File: src/rtl/vpu_lane_seq.sv
// Vector issue sequencer: streams fp16 element pairs of one instruction into
// LANES combinational ALU lanes and assembles the lane results into one response.
module vpu_lane_seq #(
   parameter int LANES = 2
) (
   input  logic                  clk,
   input  logic                  rst,
   // Handshakes: a transfer happens on a rising edge where valid && ready.
   // req_ready is high only in IDLE. rsp_valid stays high in DONE, and rsp_vd
   // and rsp_mask do not change, until rsp_ready is seen.
   input  logic                  req_valid,
   output logic                  req_ready,
   input  logic [3:0]            req_func,
   input  logic [3:0]            req_len,
   input  logic [127:0]          req_vs1,
   input  logic [127:0]          req_vs2,
   output logic                  alu_enable,
   output logic                  alu_addsel,
   output logic                  alu_subsel,
   output logic                  alu_mulsel,
   output logic                  alu_itfsel,
   output logic                  alu_ftisel,
   output logic                  alu_maxsel,
   output logic                  alu_minsel,
   output logic [16*LANES-1:0]   alu_op1,
   output logic [16*LANES-1:0]   alu_op2,
   input  logic [16*LANES-1:0]   alu_opout,
   input  logic [LANES-1:0]      alu_gt,
   input  logic [LANES-1:0]      alu_eq,
   output logic                  rsp_valid,
   input  logic                  rsp_ready,
   output logic [127:0]          rsp_vd,
   output logic [7:0]            rsp_mask,
   output logic                  busy
);

   typedef enum logic [1:0] {
      S_IDLE  = 2'd0,
      S_ISSUE = 2'd1,
      S_DONE  = 2'd2
   } state_t;

   localparam logic [3:0] F_ADD   = 4'd1;
   localparam logic [3:0] F_SUB   = 4'd2;
   localparam logic [3:0] F_MUL   = 4'd3;
   localparam logic [3:0] F_ITF   = 4'd4;
   localparam logic [3:0] F_FTI   = 4'd5;
   localparam logic [3:0] F_MAX   = 4'd6;
   localparam logic [3:0] F_MIN   = 4'd7;
   localparam logic [3:0] F_CMPGT = 4'd8;
   localparam logic [3:0] F_CMPEQ = 4'd9;

   localparam logic [4:0] STEP5 = 5'(LANES);
   localparam logic [3:0] STEP4 = 4'(LANES);

   state_t         state;
   state_t         state_nxt;
   logic [3:0]     idx;
   logic [3:0]     len_q;
   logic [3:0]     func_q;
   logic [127:0]   vs1_q;
   logic [127:0]   vs2_q;
   logic [127:0]   vd_q;
   logic [7:0]     mask_q;

   logic [3:0]     eff_len;
   logic           last_beat;
   logic [4:0]     lane_pos  [LANES];
   logic [2:0]     lane_elem [LANES];
   logic [LANES-1:0] lane_live;

   // 0 encodes a full vector; anything past 8 saturates.
   always_comb begin
      eff_len = req_len;
      if (req_len == 4'd0 || req_len > 4'd8) begin
         eff_len = 4'd8;
      end
   end

   // Element index each lane works on this cycle, and whether it is inside N.
   // idx is always a multiple of LANES below N, so lane_pos never leaves 0..7
   // while issuing.
   always_comb begin
      for (int j = 0; j < LANES; j++) begin
         lane_pos[j]  = {1'b0, idx} + 5'(j);
         lane_elem[j] = lane_pos[j][2:0];
         lane_live[j] = lane_pos[j] < {1'b0, len_q};
      end
   end

   assign last_beat = ({1'b0, idx} + STEP5) >= {1'b0, len_q};

   always_comb begin
      state_nxt = state;
      unique case (state)
         S_IDLE:  if (req_valid) state_nxt = S_ISSUE;
         S_ISSUE: if (last_beat) state_nxt = S_DONE;
         S_DONE:  if (rsp_ready) state_nxt = S_IDLE;
         default: state_nxt = S_IDLE;
      endcase
   end

   always_ff @(posedge clk) begin
      if (rst) begin
         state  <= S_IDLE;
         idx    <= 4'd0;
         len_q  <= 4'd0;
         func_q <= 4'd0;
         vs1_q  <= '0;
         vs2_q  <= '0;
         vd_q   <= '0;
         mask_q <= '0;
      end else begin
         state <= state_nxt;
         unique case (state)
            S_IDLE: begin
               if (req_valid) begin
                  len_q  <= eff_len;
                  func_q <= req_func;
                  vs1_q  <= req_vs1;
                  vs2_q  <= req_vs2;
                  vd_q   <= req_vs1;
                  mask_q <= '0;
                  idx    <= 4'd0;
               end
            end
            S_ISSUE: begin
               for (int j = 0; j < LANES; j++) begin
                  if (lane_live[j]) begin
                     vd_q[{lane_elem[j], 4'b0000} +: 16] <= alu_opout[16*j +: 16];
                     mask_q[lane_elem[j]] <= ((func_q == F_CMPGT) && alu_gt[j]) ||
                                             ((func_q == F_CMPEQ) && alu_eq[j]);
                  end
               end
               idx <= idx + STEP4;
            end
            default: ;
         endcase
      end
   end

   // Lane controls are live only while issuing; pass and compares leave the ALU idle.
   always_comb begin
      alu_enable = 1'b0;
      alu_addsel = 1'b0;
      alu_subsel = 1'b0;
      alu_mulsel = 1'b0;
      alu_itfsel = 1'b0;
      alu_ftisel = 1'b0;
      alu_maxsel = 1'b0;
      alu_minsel = 1'b0;
      alu_op1    = '0;
      alu_op2    = '0;
      if (state == S_ISSUE) begin
         unique case (func_q)
            F_ADD:   begin alu_enable = 1'b1; alu_addsel = 1'b1; end
            F_SUB:   begin alu_enable = 1'b1; alu_subsel = 1'b1; end
            F_MUL:   begin alu_enable = 1'b1; alu_mulsel = 1'b1; end
            F_ITF:   begin alu_enable = 1'b1; alu_itfsel = 1'b1; end
            F_FTI:   begin alu_enable = 1'b1; alu_ftisel = 1'b1; end
            F_MAX:   begin alu_enable = 1'b1; alu_maxsel = 1'b1; end
            F_MIN:   begin alu_enable = 1'b1; alu_minsel = 1'b1; end
            default: ;
         endcase
         for (int j = 0; j < LANES; j++) begin
            alu_op1[16*j +: 16] = vs1_q[{lane_elem[j], 4'b0000} +: 16];
            alu_op2[16*j +: 16] = vs2_q[{lane_elem[j], 4'b0000} +: 16];
         end
      end
   end

   assign req_ready = (state == S_IDLE);
   assign rsp_valid = (state == S_DONE);
   assign busy      = (state == S_ISSUE) || (state == S_DONE);
   assign rsp_vd    = vd_q;
   assign rsp_mask  = mask_q;

endmodule

File: config.mk
export PLATFORM = sky130hd
export DESIGN_NAME = vpu_lane_seq
export DESIGN_NICKNAME = d
export VERILOG_FILES = /design/src/rtl/vpu_lane_seq.sv
export SDC_FILE = /design/constraint.sdc
export NUM_CORES = 1
export LEC_CHECK = 0
export ABC_CLOCK_PERIOD_IN_PS = 3250
export CAP_MARGIN = 15
export CELL_PAD_IN_SITES_DETAIL_PLACEMENT = 1
export CELL_PAD_IN_SITES_GLOBAL_PLACEMENT = 1
export CORE_MARGIN = 3
export CORE_UTILIZATION = 35
export CTS_CLUSTER_DIAMETER = 150
export DETAILED_ROUTE_END_ITERATION = 6
export HOLD_SLACK_MARGIN = 0.15
export PLACE_DENSITY = 0.82
export SYNTH_ARGS = -nofsm -noshare
export SYNTH_HDL_FRONTEND = slang
export SYNTH_SLANG_ARGS = --single-unit
File: constraint.sdc
create_clock -name clk -period 3.25 [get_ports clk]
set_input_delay 0.4875 -clock clk [delete_from_list [all_inputs] [get_ports clk]]
set_output_delay 0.4875 -clock clk [all_outputs]
set_load 0.02 [all_outputs]
==> summary.md <==
| Metric | Value |
|---|---|
| Max_slew headroom | 0.3403 |
| Power share of the sequential group | 0.322 |
| Number of cell rows | 83 |
| Maximum Capacitance Violations | 0 |
| Leakage power figure | 9.073 nW |
| Commonest cells in the netlist | sky130_fd_sc_hd__nand2_1 (596), sky130_fd_sc_hd__dfxtp_1 (405), sky130_fd_sc_hd__a21oi_1 (304) |
| Post-synth EDFFs | 0 |
| Post-layout minimum cycle time | 3.157 ns |
| Detailed placer's ending HPWL | 53990 µm |
| Maximum number of pins on one net before global-route repair | 158 |
| H-tree depth | 2 |
| Die Wd | 235.7 µm |
| Total number of nets in the final design | 2943 |
| Die area | 55560 µm² |
| Post-CTS Hold Fix Bufs | 0 |
| Flip-flop cell with the highest count after synthesis | sky130_fd_sc_hd__dfxtp_1 |
| Via count of the first global-routing pass | 19730 |
| Overall routed net length | 78740 µm |
| Timing-limited maximum frequency | 0.3167 GHz |
| Reg2reg setup slack | 0.34 ns |
| Top cells by area, synth | sky130_fd_sc_hd__dfxtp_1 (44%), sky130_fd_sc_hd__nand2_1 (12%), sky130_fd_sc_hd__a21oi_1 (8.2%) |
| Post-Route Utilization | 0.4984 |
| Internal power of the cells | 13.02 mW |
| Setup violations, final | 0 |
| Portion of total power attributed to the clock network | 0.247 |
| Ports | 515 |
| Endpoint arrival time on the critical path | 2.67 ns |
| Vertical die dimension | 235.7 µm |
| Sink count of the clock tree | 405 |
| Net switching power figure | 8.786 mW |
| CTS Buf Count | 46 |
| Maximum VDD drop | 0.5737 mV |
| Yosys warning total | 0 |
| WL per Instance | 23.56 µm |
| Clock latency at the later pin of the worst-skew pair | 0.58 ns |
| Number of antenna violations at the first check in global routing | 12 |
| Worst Path Required | 2.76 ns |
| Vias per std cell | 5.543 |
| Gate Count Post-Synth | 2205 |
| Part of the Yosys area used for sequential elements | 0.4390 |
| Initial standard-cell utilization of the core | 0.3571 |
| Path category of the worst min-delay check | input port to flop |
| Post-detailed-route count of antenna-violating nets | 0 |
| Netlist area before placement | 18470 µm² |
| Area used by multi-input combinational logic | 9538 µm² |
| Wire length of the first global-routing pass | 118400 µm |
| Count of final hold-check violations | 0 |
| Total via count in the routed design | 18520 |
| Core box area | 51720 µm² |
| Placer's final routability congestion estimate | 0.8490 |
| Proportion of netlist area held by the largest area contributor | 0.4390 |
| Synth Area per Inst | 8.375 µm² |
| Footprint of the flip-flops and latches | 8115 µm² |
| RSZ-0062 raised after global routing | no |
| Critical path class | flop to output pin |
| Number of detailed-route iterations in the first pass | 6 |
| DR DRC count | 0 |
| Largest area contributor in the synthesized netlist | sky130_fd_sc_hd__dfxtp_1 |
| 1st-iter DRT viols | 1033 |
| Total power density per cell area | 846.0 nW/µm² |
| Count leader, synth | sky130_fd_sc_hd__nand2_1 |
| Buffer depth of the longest clock path | 3 |
| Layout fillers | 5949 |
| Share of the cycle needed by the critical path after routing | 0.9715 |
| Register bit total from synthesis | 405 |
| Type of element launching the critical path | flop |
| Sort of element at the end of the critical path | output pin |
| Syn_nets | 2530 |
| Slew at the pin closest to its max-slew limit | 0.9895 ns |
| Area delta synth->final | 39.57% |
| Tightest hold margin | 0.4440 ns |
| Total negative setup slack | 0 ns |
| Ratio of cells with drive above 1 in the final layout | 0.1022 |
| TritonCTS clock tree | done |
| Final slew viol count | 0 |
| CTS clock-pin slew for the worst setup and hold paths | 0.06 ns |
| Final Skew | 0.01551 ns |
| Synth async-reset ratio | 0 |
| Combinational power share | 0.431 |
| Result of the run | finished, final reports clean |
| Top fanout value on the critical path | 17 |
| Grt ovf | 0 |
| Total track usage | 0.2695 |
| Post-synthesis cell type count | 62 |
| Proportion of total power due to net switching | 0.4029 |
| Root buffer selected by CTS | sky130_fd_sc_hd__clkbuf_16 |
| Port buffer count | 514 |
==> flip-flops by register name (all words and copies together), names as in the netlist <==
| name | flops |
|---|---|
| func_q | 4 |
| vs2_q | 128 |
| idx | 3 |
| state | 2 |
| rsp_vd | 128 |
| vs1_q | 128 |
| len_q | 4 |
| rsp_mask | 8 |
==> area by class of cell <==
cell class / instances / area share
Antenna cell: 10 / 0.0009709
Clock buffer: 73 / 0.05772
Clock inverter: 9 / 0.003107
Inverter: 17 / 0.002524
Multi-Input combinational cell: 1595 / 0.3700
Sequential cell: 405 / 0.3149
Tap cell: 680 / 0.03301
Timing Repair Buffer: 553 / 0.2178
==> critical path, cell delays in order (launching register included) <==
cell and delay, ns:
sky130_fd_sc_hd__dfxtp_4 0.59, sky130_fd_sc_hd__buf_4 0.38, sky130_fd_sc_hd__mux4_2 0.37, sky130_fd_sc_hd__and2_1 0.20, sky130_fd_sc_hd__clkdlybuf4s50_1 0.54
==> cell usage in the layout, fill, tap and decap left out, types with 3 or more instances in the layout <==
cell type / count
sky130_fd_sc_hd__and2_1: 68
sky130_fd_sc_hd__mux2i_1: 4
sky130_fd_sc_hd__a2111oi_0: 22
sky130_fd_sc_hd__a221oi_1: 22
sky130_fd_sc_hd__nand3_1: 38
sky130_fd_sc_hd__a21oi_1: 304
sky130_fd_sc_hd__a31oi_1: 32
sky130_fd_sc_hd__mux4_2: 64
sky130_fd_sc_hd__ha_1: 20
sky130_fd_sc_hd__dfxtp_1: 403
sky130_fd_sc_hd__nor3_1: 10
sky130_fd_sc_hd__a2111oi_2: 39
sky130_fd_sc_hd__nand2b_1: 5
sky130_fd_sc_hd__clkbuf_1: 8
sky130_fd_sc_hd__and3_4: 3
sky130_fd_sc_hd__a211oi_1: 36
sky130_fd_sc_hd__diode_2: 10
sky130_fd_sc_hd__nand2_1: 595
sky130_fd_sc_hd__clkdlybuf4s50_1: 513
sky130_fd_sc_hd__inv_1: 16
sky130_fd_sc_hd__buf_4: 26
sky130_fd_sc_hd__buf_12: 10
sky130_fd_sc_hd__a21oi_4: 6
sky130_fd_sc_hd__o211ai_4: 3
sky130_fd_sc_hd__nor3_2: 11
sky130_fd_sc_hd__a221oi_2: 10
sky130_fd_sc_hd__clkbuf_8: 15
sky130_fd_sc_hd__clkinv_2: 6
sky130_fd_sc_hd__o21ai_0: 23
sky130_fd_sc_hd__nand3b_1: 3
sky130_fd_sc_hd__o32ai_1: 4
sky130_fd_sc_hd__clkbuf_16: 51
sky130_fd_sc_hd__nor2_1: 235
==> path summary, 6_finish.rpt <==
path | start | to | cells after the start
worst max-delay path | idx[2] | alu_op2[29] | 4
worst min-delay path | rst | vs1_q[31] | 3
worst max register to register | idx[2] | rsp_vd[3] | 7
worst min register to register | vs2_q[22] | vs2_q[22] | 2
==> layer usage <==
metal | vias up | global-route usage | routed length, µm
met1 | 9263 | 0.3189 | 31170
met4 | 4 | 0.1060 | 3135
met3 | 162 | 0.06104 | 5380
met5 | - | 0 | 29
li1 | 8442 | - | -
met2 | 653 | 0.4730 | 39030
==> per-stage QoR <==
stage                     power, mW  setup slack, ns  cells  area (µm²)
final                         21.81          0.09259   3342       25770
after global routing          22.90         0.008669   3340       25770
after CTS                     21.87         0.005135   3331       25720
after detailed placement      16.37           0.4180   3248       24130
after global placement        15.98           0.5483   3248       24130
after floorplan               12.39           0.9022   2205       18470
==> power groups by stage <==
stage               combinational [mW]  clock (mW)  sequential (mW)
finish                            9.40        5.39             7.02
global route                      10.1        5.70             7.13
CTS                               9.37        5.50             7.00
detailed placement                9.29           0             7.08
global placement                  8.96           0             7.01
floorplan                         4.80           0             7.59
==> cell families (layout without fill, tap and decap cells) <==
logic type | after synthesis | after routing | share of synthesized area
flops | 405 | 405 | 0.4390
mux | 69 | 69 | 0.08083
other cells | 0 | 10 | 0
simple gates | 984 | 984 | 0.2230
xor+xnor | 1 | 1 | 0.0004743
buf+inv | 205 | 652 | 0.04864
compound gates | 520 | 520 | 0.1938
fa+ha+maj | 21 | 21 | 0.01423
==> what timing repair did <==
item | CTS | global route
cloned | 0 | 1
endpoints found under the setup margin | 19 | 4
buffers inserted | 1 | 0
gates resized for setup | 1 | 0
Note: power is estimated with default switching activity, not from simulation.
